### src/rtl/cpu_pkg.sv
// Shared definitions for the R3000 writeback stage: FSM encoding and default widths.
package cpu_pkg;

  localparam int DEF_REG_AW = 5;
  localparam int DEF_DATA_W = 32;
  localparam int REG_ZERO   = 0;

  typedef enum logic [1:0] {
    IDLE   = 2'd0,
    PEND   = 2'd1,
    CANCEL = 2'd2
  } wb_state_t;

endpackage

### src/rtl/wb_skid_buffer.sv
// One-entry holding register for an ALU result deferred by a colliding load write.
module wb_skid_buffer
  import cpu_pkg::*;
#(
  parameter int REG_AW = DEF_REG_AW,
  parameter int DATA_W = DEF_DATA_W
) (
  input  logic              clk,
  input  logic              reset,
  input  logic              load,
  input  logic              clear,
  input  logic [REG_AW-1:0] in_rd,
  input  logic [DATA_W-1:0] in_data,
  output logic              valid,
  output logic [REG_AW-1:0] rd,
  output logic [DATA_W-1:0] data
);

  // Entry register; a load wins over a clear in the same cycle.
  always_ff @(posedge clk or posedge reset) begin
    if (reset) begin
      valid <= 1'b0;
      rd    <= '0;
      data  <= '0;
    end else if (load) begin
      valid <= 1'b1;
      rd    <= in_rd;
      data  <= in_data;
    end else if (clear) begin
      valid <= 1'b0;
    end
  end

endmodule

### src/rtl/cpu_writeback.sv
// Writeback stage: merges ALU results and variable-latency load data into one
// registered register-file write per cycle, with load-delay cancellation.
module cpu_writeback
  import cpu_pkg::*;
#(
  parameter int REG_AW = DEF_REG_AW,
  parameter int DATA_W = DEF_DATA_W
) (
  input  logic              clk,
  input  logic              reset,
  input  logic              alu_valid,
  input  logic [REG_AW-1:0] alu_rd,
  input  logic [DATA_W-1:0] alu_data,
  input  logic              ld_issue,
  input  logic [REG_AW-1:0] ld_rd,
  input  logic              ld_valid,
  input  logic [DATA_W-1:0] ld_data,
  output logic              stall,
  output logic              pend_valid,
  output logic [REG_AW-1:0] pend_rd,
  output logic              wren_b,
  output logic [REG_AW-1:0] address_b,
  output logic [DATA_W-1:0] data_b
);

  wb_state_t         state_r, state_nxt_s;
  logic [REG_AW-1:0] lrd_r, lrd_nxt_s;
  logic              alu_acc_s, issue_acc_s, cancel_s, load_wr_s;
  logic              skid_valid_s;
  logic [REG_AW-1:0] skid_rd_s;
  logic [DATA_W-1:0] skid_data_s;
  logic              wr_en_s;
  logic [REG_AW-1:0] wr_addr_s;
  logic [DATA_W-1:0] wr_data_s;

  assign pend_rd = lrd_r;

  wb_skid_buffer #(.REG_AW(REG_AW), .DATA_W(DATA_W)) u_skid (
    .clk     (clk),
    .reset   (reset),
    .load    (load_wr_s & alu_acc_s),
    .clear   (~load_wr_s & skid_valid_s),
    .in_rd   (alu_rd),
    .in_data (alu_data),
    .valid   (skid_valid_s),
    .rd      (skid_rd_s),
    .data    (skid_data_s)
  );

  // Handshake and acceptance qualifiers.
  always_comb begin
    stall       = skid_valid_s | ((state_r != IDLE) & ld_issue & ~ld_valid);
    alu_acc_s   = alu_valid & ~stall & (alu_rd != REG_AW'(REG_ZERO));
    issue_acc_s = ld_issue & ~stall;
    cancel_s    = alu_acc_s & (state_r == PEND) & (alu_rd == lrd_r);
    load_wr_s   = ld_valid & (state_r == PEND) & ~cancel_s;
  end

  // Next-state logic: a return frees the slot, possibly refilled by a same-cycle issue.
  always_comb begin
    state_nxt_s = state_r;
    lrd_nxt_s   = lrd_r;
    if (ld_valid && (state_r != IDLE)) begin
      if (issue_acc_s && (ld_rd != REG_AW'(REG_ZERO))) begin
        state_nxt_s = PEND;
        lrd_nxt_s   = ld_rd;
      end else begin
        state_nxt_s = IDLE;
      end
    end else if (state_r == IDLE) begin
      if (issue_acc_s && (ld_rd != REG_AW'(REG_ZERO))) begin
        state_nxt_s = PEND;
        lrd_nxt_s   = ld_rd;
      end else begin
        state_nxt_s = IDLE;
      end
    end else if (cancel_s) begin
      state_nxt_s = CANCEL;
    end else begin
      state_nxt_s = state_r;
    end
  end

  // Load-tracking FSM with registered pending-load export.
  always_ff @(posedge clk or posedge reset) begin
    if (reset) begin
      state_r    <= IDLE;
      lrd_r      <= '0;
      pend_valid <= 1'b0;
    end else begin
      state_r    <= state_nxt_s;
      lrd_r      <= lrd_nxt_s;
      pend_valid <= (state_nxt_s == PEND);
    end
  end

  // Write source priority: live load return, then skid entry, then fresh ALU result.
  always_comb begin
    wr_en_s   = 1'b0;
    wr_addr_s = address_b;
    wr_data_s = data_b;
    if (load_wr_s) begin
      wr_en_s   = 1'b1;
      wr_addr_s = lrd_r;
      wr_data_s = ld_data;
    end else if (skid_valid_s) begin
      wr_en_s   = 1'b1;
      wr_addr_s = skid_rd_s;
      wr_data_s = skid_data_s;
    end else if (alu_acc_s) begin
      wr_en_s   = 1'b1;
      wr_addr_s = alu_rd;
      wr_data_s = alu_data;
    end else begin
      wr_en_s   = 1'b0;
    end
  end

  // Register-file write port registers; address/data hold when idle.
  always_ff @(posedge clk or posedge reset) begin
    if (reset) begin
      wren_b    <= 1'b0;
      address_b <= '0;
      data_b    <= '0;
    end else begin
      wren_b    <= wr_en_s;
      address_b <= wr_addr_s;
      data_b    <= wr_data_s;
    end
  end

endmodule
### config.mk
export PLATFORM = sky130hd
export DESIGN_NAME = cpu_writeback
export DESIGN_NICKNAME = d
export VERILOG_FILES = /design/src/rtl/cpu_pkg.sv /design/src/rtl/wb_skid_buffer.sv /design/src/rtl/cpu_writeback.sv
export SDC_FILE = /design/constraint.sdc
export NUM_CORES = 1
export LEC_CHECK = 0
export ABC_AREA = 1
export BUFFER_PORTS_ARGS = -buffer_cell sky130_fd_sc_hd__buf_4
export CORE_UTILIZATION = 47
export CTS_CLUSTER_DIAMETER = 100
export CTS_CLUSTER_SIZE = 8
export DETAILED_ROUTE_END_ITERATION = 10
export PLACE_DENSITY_LB_ADDON = 0.1
export SYNTH_ARGS = -nofsm -noshare
export SYNTH_HDL_FRONTEND = slang
export SYNTH_SLANG_ARGS = --single-unit
### constraint.sdc
create_clock -name clk -period 2.2 [get_ports clk]
set_input_delay 0.11 -clock clk [delete_from_list [all_inputs] [get_ports clk]]
set_output_delay 0.11 -clock clk [all_outputs]
set_load 0.03 [all_outputs]
## Word level (Yosys, flattened, before mapping)

Index checks and enable logic that the tools add are counted.

- Input bits: 79
- Flip-flop bits (word level): 84
- Logic and storage cells: 55
- Output and inout bits: 45

- Eq/ne operators: 3
- Bitwise gates (word level): 16
- Reductions and logical operators: 9
- Muxes and demuxes: 18

Operators by type and width:

| kind | number |
|---|---|
| 32-bit 2-to-1 mux | 3 |
| 5-bit 2-to-1 mux | 6 |
| 1-bit bitwise AND | 11 |
| 5-bit nonzero test | 2 |
| 1-bit 2-to-1 mux | 6 |
| 2-bit 2-to-1 mux | 3 |
| 2-bit nonzero test | 3 |
| 5-bit == test | 1 |
| 2-bit by 1-bit == test with 1-bit output (second input constant) | 2 |
| 1-bit inverter | 4 |
| 3-bit nonzero test | 1 |
| 1-bit logical AND | 2 |
| 2-bit logical NOT | 1 |
| 1-bit OR | 1 |

## Depth between registers and ports, before layout

- Depth in word-level cells: 15
- Depth in mapped cells: 13
- Gate-level depth less buffers: 11

## By module

A second synthesis with hierarchy kept.

- Cell total of the unflattened synthesis: 567
- Area total of the unflattened synthesis: 4389.2 µm²

Modules (own cells, without submodules):

| module | sequential area each (µm²) | times used | area each (µm²) | cells an instance |
|---|---|---|---|---|
| cpu_writeback | 1151.1 | 1 | 2911.5 | 405 |
| wb_skid_buffer | 950.9 | 1 | 1477.7 | 162 |

## Worst setup path after synthesis

Ideal clock, no wire load.

- Path type: reg-to-reg
- Start: register lrd_r[3], in the netlist pend_rd[3]
- End: register data_b[10]
- Data arrival time: 1.497 ns
- Buffers on the path: 2
- Slack: 0.585 ns
- Clock period less this slack: 1.615 ns
- Library setup time: 0.118 ns
- Required time: 2.082 ns
- Cell stages (with the launch flop): 14
- Cell sequence: dfrtp_1 inv_1 nand2_1 nand2_1 inv_1 nand2_1 nor2_1 nand3_2 nand2_2 buf_6 buf_4 nand2_1 nand3_1 nand2_1

- Cells in the longest elaborated chain, start to end: 5
- Elaborated cells on any way between the ends: 6
- Those cells by class: eq/ne (1); mux (1); bitwise (3); reduce/logical (1)

RTL lines:

| item | RTL line | text |
|---|---|---|
| from (decl) | cpu_writeback.sv:27 | `logic [REG_AW-1:0] lrd_r, lrd_nxt_s;` |
| from (signal assigned) | cpu_writeback.sv:92 | `lrd_r <= lrd_nxt_s;` |
| 5-bit == test (*) | cpu_writeback.sv:55 | `cancel_s = alu_acc_s & (state_r == PEND) & (alu_rd == lrd_r);` |
| 1-bit bitwise AND (*) | cpu_writeback.sv:55 |  |
| 1-bit inverter (*) | cpu_writeback.sv:56 | `load_wr_s = ld_valid & (state_r == PEND) & ~cancel_s;` |
| 1-bit bitwise AND (*) | cpu_writeback.sv:56 |  |
| 3-bit nonzero test (no line) / 32-bit 2-to-1 mux (equally long branches) | - |  |
| to (signal assigned) | cpu_writeback.sv:128 | `data_b <= wr_data_s;` |
| to (decl) | cpu_writeback.sv:23 | `output logic [DATA_W-1:0] data_b` |

Every way passes the cells marked *; elsewhere a longest branch is shown, timed or not.
A chain may end at the register's enable or synchronous reset.

## Final worst setup path

- Start: register state_r[0]
- End: register data_b[4]

- Cells in the longest elaborated chain, start to end: 12
- Elaborated cells on any way between the ends: 15
- Those cells by class: eq/ne (1); mux (1); bitwise (11); reduce/logical (2)

RTL lines:

| item | RTL line | text |
|---|---|---|
| from (decl) | cpu_writeback.sv:26 | `wb_state_t state_r, state_nxt_s;` |
| from (signal assigned) | cpu_writeback.sv:91 | `state_r <= state_nxt_s;` |
| 2-bit nonzero test | cpu_writeback.sv:52 | `stall = skid_valid_s \| ((state_r != IDLE) & ld_issue & ~ld_valid);` |
| 1-bit bitwise AND (2 in a row) | cpu_writeback.sv:52 |  |
| 1-bit OR | cpu_writeback.sv:52 |  |
| 1-bit inverter | cpu_writeback.sv:53 | `alu_acc_s = alu_valid & ~stall & (alu_rd != REG_AW'(REG_ZERO));` |
| 1-bit bitwise AND (2 in a row) | cpu_writeback.sv:53 |  |
| 1-bit bitwise AND (2 in a row) | cpu_writeback.sv:55 |  |
| 1-bit inverter | cpu_writeback.sv:56 |  |
| 1-bit bitwise AND | cpu_writeback.sv:56 |  |
| 3-bit nonzero test (no line) / 32-bit 2-to-1 mux (equally long branches) | - |  |

Parallel ways exist; a longest one is shown, timed or not.

==> reports/qor.yml <==
run_status:
  status: "complete, but fails checks"
  failed_checks: "DRC"
synthesis:
  ys_seq_area_share_pct: 48.0
  post-synth-top-area-cell: "dfrtp_1"
  syn-num-nets: 673
  ys_async_sr_fraction_pct: 100
  yosysTopAreaCellShare_pct: 48.0
  synth_edf_count: 0
  synthMuxAreaShare_pct: 0
  yosys.area_share.simple_pct: 30.0
  synth_seq_cells: 84
  avgSynthCellArea_um2: 7.37
  synth_xor_area_share_pct: 0
  synth_top_family_by_area: "simple AND/OR/NAND/NOR gates"
  synth_area_um2: 4380
  ys_dominant_reg_cell: "dfrtp_1"
  synthAdderAreaFrac_pct: 0
  synth_warnings: 0
  synth_compound_area_share_pct: 9.35
  syn_inst: 594
  synth_area_leaders: "dfrtp_1, nand3_1, nand2_1"
  synth_cell_types: 22
global_routing:
  grt_max_degree: 76
  grt_pass1_wl_mm: 18.8
  antenna_found_initial: 0
  grt_use_total_pct: 24.3
  overflow: 0
  first_global_vias: 3997
sta:
  min_period_ps: 1870
  max_freq_mhz: 536
  slew_viol_final: 0
  finalCritPeriodShare_pct: 84.8
  hold_violations: 0
  setup_tns_ps: 0
  tightest_slew_ps: 1100
  relSlewSlack_pct: 26.3
  clock_skew_ps: 12.3
  setup_viol: 0
  rsz0062_at_grt: "false"
finish:
  layout-drive-gt1-share_pct: 23.3
  syn_to_final_growth_pct: 28.0
  final_core_util_pct: 63.3
  num-fill-cells: 816
  insertedDiodeCount: 0
  nNetsFinal: 782
drt:
  drtPass1Iterations: 11
  drc: 2
  wl_per_cell_um: 13.7
  routed_wl_mm: 11.1
  drt_iter0_markers: 221
  via_per_inst: 5.10
  antenna_left: 0
  num_vias: 4160
critical_path:
  endpoint_kind: "register"
  rr_startpoint: "state_r[0]$_DFF_PP0_"
  startpoint_type: "register"
  crit_start: "state_r[0]$_DFF_PP0_"
  cp_max_fo: 36
  crit_type: "register to register"
  slowest_stage: "dfrtp_1"
  cp.arrival_ps: 2100
  path_common_cell: "nand2_1"
  path_cells: "inv_1 > nand2_1 > nand3_2 > nand2_2 > nor2_4 > nand3_2 > nand2_2 > buf_4 > nand2_1 > nand3_1 > nand2_1"
  crit_required_ps: 2440
  cpPeakStageDelay_ps: 400
clock_tree:
  clk_latency_ps: 360
  numCtsBuffers: 9
  holdBufCountCts: 2
  cts.path.max_buffers: 2
  cts.sinks: 84
  htreeDepth: 3
  post_cts_buffers: 0
  cts_tree: "built"
  path_clk_slew_ps: 80
  cts-resized-gates: 0
  clockRootBuffer: "clkbuf_8"
floorplanning:
  die_w_um: 98.5
  die_y_um: 98.5
  num_rows: 34
  ios: 124
  core_um2: 8850
  die_area_um2: 9700
  start_util_pct: 49.5
min_path:
  hold_start: "alu_data[6]"
  hold_class: "input pin to register"
run:
  drv_cap: 0
place:
  io_buffer_count: 123
  gp_congestion: 0.790
  dp_hpwl_mm: 7.72
pwr:
  p_leak_uw: 0.00314
  ir_drop_mv: 0.423
  pwr_density_cell_nw_per_um2: 937
## sequential cells by signal (all words and copies together) (netlist names)
signal / count
u_skid.valid: 1
wren_b: 1
u_skid.rd: 5
pend_rd: 5
data_b: 32
address_b: 5
state_r: 2
u_skid.data: 32
pend_valid: 1
## layout by cell type, fill, tap and decap left out, drive strengths merged
cell type    instances
a21oi               38
buf                137
bufinv               2
clkbuf              11
clkinv               2
clkinvlp             2
dfrtp               84
dlygate4sd3          2
inv                 84
nand2              134
nand3              118
nand4                1
nor2                49
nor3                 1
o21a                 1
o21ai               41
o22ai                1
## path summary, 6_finish.rpt
path | slack [ps] | endpoint | cells after the start
worst min register to register | 500 | u_skid.rd[3]$_DFFE_PP0P_ | 2
max in group asynchronous | 1270 | u_skid.valid$_DFFE_PP0P_ | 4
min in group asynchronous | 340 | data_b[2]$_DFFE_PP0P_ | 3
worst max-delay path | 330 | data_b[4]$_DFFE_PP0P_ | 11
worst max register to register | 330 | data_b[4]$_DFFE_PP0P_ | 11
worst min-delay path | 20 | u_skid.data[6]$_DFFE_PP0P_ | 3
## layer usage
| layer | up-vias | GRT usage (%) | routed length [um] |
|---|---|---|---|
| met1 | 1921 | 34.5 | 5280 |
| met5 | - | 0 | 0 |
| met2 | 132 | 37.9 | 5110 |
| met3 | 10 | 4.61 | 628 |
| met4 | 0 | 7.46 | 119 |
| li1 | 2097 | - | - |
## cell usage after synthesis, types with 2 or more instances
library cell and n:
nand2_1 132, nand3_1 116, dfrtp_1 84, inv_1 83, nor2_1 47, a21oi_1 38, o21ai_1 34, buf_2 15
buf_4 12, clkbuf_1 10, o21ai_0 7, buf_1 2, buf_6 2, inv_2 2, nand2_2 2, nand3_2 2
## per-stage QoR
step / hold slack [ps] / std cells / total power [uW] / setup slack, ps / cell area (um2)
3_5_place_dp: 174 / 798 / 4030 / 346 / 5350
6_report: 20.8 / 816 / 5250 / 334 / 5600
4_1_cts: 4.05 / 816 / 5290 / 330 / 5600
5_1_grt: 5.21 / 816 / 5570 / 108 / 5600
2_1_floorplan: 241 / 594 / 3370 / 585 / 4380
3_3_place_gp: 177 / 798 / 3980 / 370 / 5350
## area by class of cell
cell class	count	area, um2	area share, %
sequential	84	2100	37.6
multi-input combinational	384	1750	31.3
timing repair buffer	139	1060	18.9
inverter	85	323	5.76
clock buffer	11	141	2.52
tap	108	135	2.41
clock inverter	5	85.1	1.52
## logic make-up after synthesis
group	Yosys count
compound gates	81
simple gates	303
flops	84
buf+inv	126
## critical path: cells and delay by family (launching register included)
family	cells	cell delay (ps)
buf+inv	2	400
flops	1	400
simple gates	9	940
## report_power, final
group	internal, uW	switching (uW)
Clock	675	570
Sequential	1960	246
Combinational	684	1110
No activity file was read; power rests on OpenSTA's default activity.
